`config.mk`:
```
export PLATFORM = sky130hd
export DESIGN_NAME = xm_mem_arbiter
export DESIGN_NICKNAME = d
export VERILOG_FILES = /design/src/rtl/xm_mem_arbiter.sv
export SDC_FILE = /design/constraint.sdc
export NUM_CORES = 1
export LEC_CHECK = 0
export ABC_AREA = 0
export CORE_UTILIZATION = 35
export DETAILED_ROUTE_END_ITERATION = 10
export GPL_TIMING_DRIVEN = 0
export HOLD_SLACK_MARGIN = 0.12
export PLACE_DENSITY = 0.69
export RECOVER_POWER = 100
export SLEW_MARGIN = 30
export SYNTH_ARGS = -nofsm -noshare
export SYNTH_HDL_FRONTEND = slang
export SYNTH_SLANG_ARGS = --single-unit
```
`constraint.sdc`:
```
create_clock -name clk_i -period 3.21 [get_ports clk_i]
set_input_delay 0.642 -clock clk_i [delete_from_list [all_inputs] [get_ports clk_i]]
set_output_delay 0.642 -clock clk_i [all_outputs]
set_load 0.02 [all_outputs]
```
`src/rtl/xm_mem_arbiter.sv`:
```
// xm_mem_arbiter: shares one memory port between CPU and DMA/debug.
// Fixed CPU priority, DMA starvation guard, per-access timeout.
module xm_mem_arbiter #(
  parameter int WORD    = 16,
  parameter int STARVE  = 8,
  parameter int TIMEOUT = 64
) (
  input  logic            clk_i,
  input  logic            arst_i,
  input  logic            cpuEn_i,
  input  logic            cpuRW_i,
  input  logic            cpuByte_i,
  input  logic [WORD-1:0] cpuAddr_i,
  input  logic [WORD-1:0] cpuWrData_i,
  output logic            cpuBusy_o,
  output logic            cpuAck_o,
  output logic [WORD-1:0] cpuRdData_o,
  input  logic            dmaEn_i,
  input  logic            dmaRW_i,
  input  logic            dmaByte_i,
  input  logic [WORD-1:0] dmaAddr_i,
  input  logic [WORD-1:0] dmaWrData_i,
  output logic            dmaAck_o,
  output logic [WORD-1:0] dmaRdData_o,
  output logic            memEn_o,
  output logic            memRW_o,
  output logic            memByte_o,
  output logic [WORD-1:0] memAddr_o,
  output logic [WORD-1:0] memWrData_o,
  input  logic [WORD-1:0] memRdData_i,
  input  logic            memAck_i,
  output logic            errPulse_o
);

  typedef enum logic [1:0] {
    IDLE,
    ACC_CPU,
    ACC_DMA,
    DONE
  } state_t;

  localparam logic [7:0] STARVE_L = 8'(STARVE);
  localparam logic [7:0] TMO_LAST = 8'(TIMEOUT - 1);

  state_t    state;
  state_t    stateNext;
  logic      ownDma;
  logic [7:0] starveCnt;
  logic [7:0] tmoCnt;

  logic grantDma;
  logic grantCpu;
  logic inAcc;
  logic tmoHit;
  logic finish;
  logic dmaServiced;
  logic [WORD-1:0] rdVal;

  always_comb begin
    grantDma    = 1'b0;
    grantCpu    = 1'b0;
    inAcc       = 1'b0;
    tmoHit      = 1'b0;
    finish      = 1'b0;
    dmaServiced = 1'b0;
    stateNext   = state;
    memEn_o     = 1'b0;
    cpuAck_o    = 1'b0;
    dmaAck_o    = 1'b0;
    errPulse_o  = 1'b0;
    cpuBusy_o   = 1'b0;
    rdVal       = memAck_i ? memRdData_i : '1;

    grantDma = dmaEn_i & ((starveCnt >= STARVE_L) | ~cpuEn_i);
    grantCpu = cpuEn_i & ~grantDma;
    inAcc    = (state == ACC_CPU) | (state == ACC_DMA);
    // memAck takes precedence over an expiring timeout
    tmoHit   = inAcc & ~memAck_i & (tmoCnt == TMO_LAST);
    finish   = inAcc & (memAck_i | tmoHit);

    unique case (state)
      IDLE: begin
        if (grantDma) stateNext = ACC_DMA;
        else if (grantCpu) stateNext = ACC_CPU;
        dmaServiced = grantDma;
      end
      ACC_CPU: if (finish) stateNext = DONE;
      ACC_DMA: begin
        if (finish) stateNext = DONE;
        dmaServiced = 1'b1;
      end
      DONE: begin
        stateNext   = IDLE;
        dmaServiced = ownDma;
      end
    endcase

    memEn_o    = inAcc;
    cpuAck_o   = (state == DONE) & ~ownDma;
    dmaAck_o   = (state == DONE) & ownDma;
    errPulse_o = tmoHit;
    cpuBusy_o  = cpuEn_i & ~cpuAck_o;
  end

  always_ff @(posedge clk_i or posedge arst_i) begin
    if (arst_i) begin
      state       <= IDLE;
      ownDma      <= 1'b0;
      starveCnt   <= '0;
      tmoCnt      <= '0;
      memRW_o     <= 1'b0;
      memByte_o   <= 1'b0;
      memAddr_o   <= '0;
      memWrData_o <= '0;
      cpuRdData_o <= '0;
      dmaRdData_o <= '0;
    end else begin
      state <= stateNext;

      if (!dmaEn_i || dmaServiced) starveCnt <= '0;
      else if (starveCnt != 8'hFF) starveCnt <= starveCnt + 8'd1;

      if (inAcc) tmoCnt <= tmoCnt + 8'd1;
      else tmoCnt <= '0;

      if (state == IDLE && grantDma) begin
        ownDma      <= 1'b1;
        memRW_o     <= dmaRW_i;
        memByte_o   <= dmaByte_i;
        memAddr_o   <= dmaAddr_i;
        memWrData_o <= dmaWrData_i;
      end else if (state == IDLE && grantCpu) begin
        ownDma      <= 1'b0;
        memRW_o     <= cpuRW_i;
        memByte_o   <= cpuByte_i;
        memAddr_o   <= cpuAddr_i;
        memWrData_o <= cpuWrData_i;
      end

      // writes leave the read-data registers untouched
      if (finish && !memRW_o) begin
        if (ownDma) dmaRdData_o <= rdVal;
        else cpuRdData_o <= rdVal;
      end
    end
  end

endmodule

```
After elaboration in Yosys (flattened, before gate mapping) --
Cells that the tools add are included. Widths: inputs -> output; s select.
Operators by class: equal/unequal tests 7, add/subtract/negate cells 2, bitwise gates (word level) 16, mux-type cells 19, magnitude comparators 1, reductions and logical operators 13
Operator list (number):
- $mux 16 | 5
- $mux 8 | 3
- $add 8x1->8 const B | 2
- $and 1x1->1 | 8
- $eq 8x6->1 const B | 1
- $ge 8x4->1 const B | 1
- $ne 8x8->1 const B | 1
- $mux 1 | 6
- $mux 2 | 3
- $pmux 2 s3 | 1
- $reduce_and 2->1 | 3
- $not 1->1 | 5
- $eq 2x2->1 const B | 2
- $reduce_bool 2->1 | 2
- $logic_and 1x1->1 | 3
- $ne 3x3->1 const B | 1
- $or 1x1->1 | 3
- $pmux 1 s3 | 1
- $eq 2x1->1 const B | 1
- $logic_not 1->1 | 2
- $logic_not 2->1 | 1
- $ne 2x1->1 const B | 1
- $reduce_or 2->1 | 1
- $logic_or 1x1->1 | 1
Storage, ports and cells: output and inout port bits 71, register bits 85

Longest topological paths before layout --
depth after elaboration 8, depth in mapped cells 8, mapped depth without buffers 6

Least setup slack after synthesis --
OpenSTA, ideal clock, no wires.
path kind register -> output, from reg state[0], to out errPulse_o, arrival 1647 ps, data required time 2568 ps, slack 921 ps, cell stages (with the launch flop) 7, buffers on the path 2, cells stage by stage dfrtp_1 inv_1 ha_1 buf_2 clkbuf_1 nand4_1 nor2_1
Between the ends: cells in the longest elaborated chain, start to end 4, elaborated cells between the ends (all ways) 5, classes of those cells 2 x eq/ne; 3 x bitwise
Ends and longest elaborated chain:
- from (decl) | RTL line 45 | state_t state;
- from (signal assigned) | RTL line 118 | state <= stateNext;
- $eq 2x1->1 / $eq 2x2->1 (equally long branches) | RTL line 76 | inAcc = (state == ACC_CPU) | (state == ACC_DMA);
- $or 1x1->1 * | RTL line 76
- named net memEn_o | RTL line 25 | output logic memEn_o,
- $and 1x1->1 * (2 in a row) | RTL line 78 | tmoHit = inAcc & ~memAck_i & (tmoCnt == TMO_LAST);
- to (decl) | RTL line 32 | output logic errPulse_o
Mark *: on every way through the listed nets, which the timed path passes. The rest lies on a longest branch.

Worst setup path in the final report --
from in cpuEn_i, to out cpuBusy_o
Between the ends: cells in the longest elaborated chain, start to end 1
Ends and longest elaborated chain:
- from (decl) | RTL line 10 | input logic cpuEn_i,
- $and 1x1->1 | RTL line 102 | cpuBusy_o = cpuEn_i & ~cpuAck_o;
- to (decl) | RTL line 15 | output logic cpuBusy_o,
No other way between the ends.

==> qor.yml <==
crit_top_cell: "clkdlybuf4s50_1"
avgSynthCellArea_um2: 10.9
tightestPinTransition_ns: 0.999
ys_ff_latch: 85
postSynth.asyncResetShare_pct: 100
wl_per_cell_um: 15.4
place_area_um2: 6220
path_buf_inv: 3
grt_remaining_overflow: 0
drcViolationCount: 0
path_delay_family: "buffers and inverters"
fin_area_um2: 6380
cts_tree: "done"
synth.distinct_cells: 44
layout-drive-gt1-share_pct: 6.41
worst_slack_ns: 0.196
netlist_instances: 402
syn_nets: 498
dpl.hpwl_um: 8610
start_util_pct: 36.2
leakage_nw: 2.71
tns_ns: 0
cts.sinks: 85
core_um2: 12100
rows: 40
hold_viol: 0
worst_ep_required_time_ns: 2.57
cp.arrival_ns: 2.37
fin_crit_sh_pct: 93.9
cts_buffers: 9
mostFrequentLayoutCells: "clkdlybuf4s50_1 (88), dfrtp_1 (85), dlygate4sd3_1 (71)"
die_h_um: 114
htree_levels: 3
via_per_inst: 4.89
grtUsageTotal_pct: 18.2
fin_crit_ns: 3.01
final_common_cell: "clkdlybuf4s50_1"
crit_path_end_kind: "output port"
gp_congestion: 0.805
ant_nets: 0
slowest_stage: "clkdlybuf4s50_1"
area_growth_pct: 45.5
drv_slew: 0
crit_type: "primary input to output port"
io_buffers: 159
ys_warn_count: 0
status: "completed"
ys.flop_type: "dfrtp_1"
n_antenna_cell: 0
antenna_found_initial: 0
setup_viol: 0
die_x_um: 114
synth_edf_count: 0
clockRootBuffer: "clkbuf_16"
dp_slack_ns: 0.0102
nNetsFinal: 668
grt_pass1_wl_um: 18400
drt_first_iter_violations: 175
num_vias: 3644
die-area_um2: 13000
fmaxAchievable_ghz: 0.332
wl_um: 11500
relSlewSlack_pct: 33.2
clk_path_buf_depth: 2
finalClockSkew_ns: 0.00512
yosysSeqAreaShare_pct: 48.5
path_cells: "clkdlybuf4s50_1 > clkbuf_2 > nor2b_1 > clkdlybuf4s50_1"
post-route-util_pct: 52.7
hold_buffers: 0
first_global_vias: 3712
drv_cap: 0
io_pins: 160
netlist_area_um2: 4380
clk_pin_slew_ns: 0.06
slowest_delay_ns: 0.64
hold_class: "flip-flop to flip-flop"
ir_drop_mv: 0.402
rsz0062_at_grt: "false"
clk_latency_ns: 0.33
cp-start-kind: "primary input"
power_density_nw_per_um2: 843
path_max_fanout: 10
grt_max_degree: 68
first_pass_iters: 4
==> synth_stat cells, types with 2 or more instances <==
library cell | count | area share (%)
clkbuf_1 | 9 | 0.77
buf_2 | 6 | 0.69
ha_1 | 7 | 2.0
buf_12 | 5 | 2.3
buf_4 | 2 | 0.34
nor3_1 | 7 | 0.80
nand2_1 | 7 | 0.60
o32a_1 | 16 | 3.7
nand3_1 | 5 | 0.57
and3_1 | 4 | 0.57
dlygate4sd1_1 | 3 | 0.60
dfrtp_1 | 85 | 49
mux2i_1 | 36 | 8.2
nor3b_1 | 2 | 0.34
a21oi_1 | 37 | 4.2
buf_6 | 2 | 0.51
xnor2_1 | 6 | 1.2
a2bb2oi_2 | 10 | 3.4
nor2b_1 | 3 | 0.43
nand4_1 | 4 | 0.57
inv_1 | 8 | 0.69
a31oi_1 | 3 | 0.43
or2b_1 | 20 | 3.4
nand2b_1 | 16 | 2.3
nor2_1 | 66 | 5.7
a2bb2oi_1 | 6 | 1.2
and2_1 | 10 | 1.4
==> stage by stage <==
step / cells / total power [mW] / hold WS [ns]
6_report: 745 / 5.37 / 0.493
5_1_grt: 745 / 5.73 / 0.513
4_1_cts: 745 / 5.71 / 0.503
3_5_place_dp: 730 / 4.63 / 0.489
3_3_place_gp: 729 / 4.56 / 0.481
2_1_floorplan: 402 / 3.36 / 0.470
==> power by group <==
group	switching [mW]	internal, mW
clock	0.400	0.666
sequential	0.262	1.52
combinational	1.38	1.14
==> what timing repair did <==
| item | in CTS | in global routing |
|---|---|---|
| gates resized for setup | 0 | 2 |
| buffers inserted | 0 | 0 |
| setup endpoints to repair | 1 | 1 |
==> final cells by class <==
type	count	area (um2)
fillers	1135	5730
flip-flops and latches	85	2130
multi-input cells	282	1910
repair buffers	160	1600
clock buffers	13	270
well taps	168	210
plain buffers	26	186
clock inverters	3	42.5
inverters	8	31.3
==> cell families after synthesis <==
family / Yosys count / synth area share [%]
AOI/OAI and AO/OA: 77 / 14.7
xor gates and xnor gates: 7 / 1.40
adders and majority gates: 7 / 2.00
buffers and inverters: 35 / 5.88
DFF: 85 / 48.5
muxes: 36 / 8.22
and+or+nand+nor: 155 / 19.3
==> state kept, by name, summed over array words and instances (netlist names) <==
name	flops
memRW_o	1
memWrData_o	16
dmaRdData_o	16
starveCnt	8
memByte_o	1
ownDma	1
memAddr_o	16
tmoCnt	8
cpuRdData_o	16
state	2
==> worst paths after layout <==
| kind | depth (start not counted) | to | slack [ns] | start |
|---|---|---|---|---|
| worst max-delay path | 4 | cpuBusy_o | 0.20 | cpuEn_i |
| worst min-delay path | 1 | dmaRdData_o[15] | 0.49 | dmaRdData_o[15] |
| worst max register to register | 8 | cpuRdData_o[8] | 0.48 | state[1] |
| worst min register to register | 1 | dmaRdData_o[15] | 0.49 | dmaRdData_o[15] |
| max in group asynchronous | 3 | starveCnt[4] | 0.91 | arst_i |
| min in group asynchronous | 2 | dmaRdData_o[7] | 0.88 | arst_i |
==> worst register-to-register path, cell delays in order, from the launching register on <==
cell and delay [ns]:
dfrtp_1 0.38, inv_1 0.11, ha_1 0.31, buf_2 0.28
nor3b_1 0.85, nor2b_1 0.25, buf_6 0.15, buf_12 0.13
a2bb2oi_1 0.18
==> layer usage <==
metal	global-route usage, %	vias to the layer above	part of all wire [%]
met1	22.2	1728	44
met5	0	-	0.043
li1	-	1751	-
met2	30.4	146	46
met4	7.19	2	2.2
met3	5.26	17	7.6
Power figures use the tool's default switching activity.
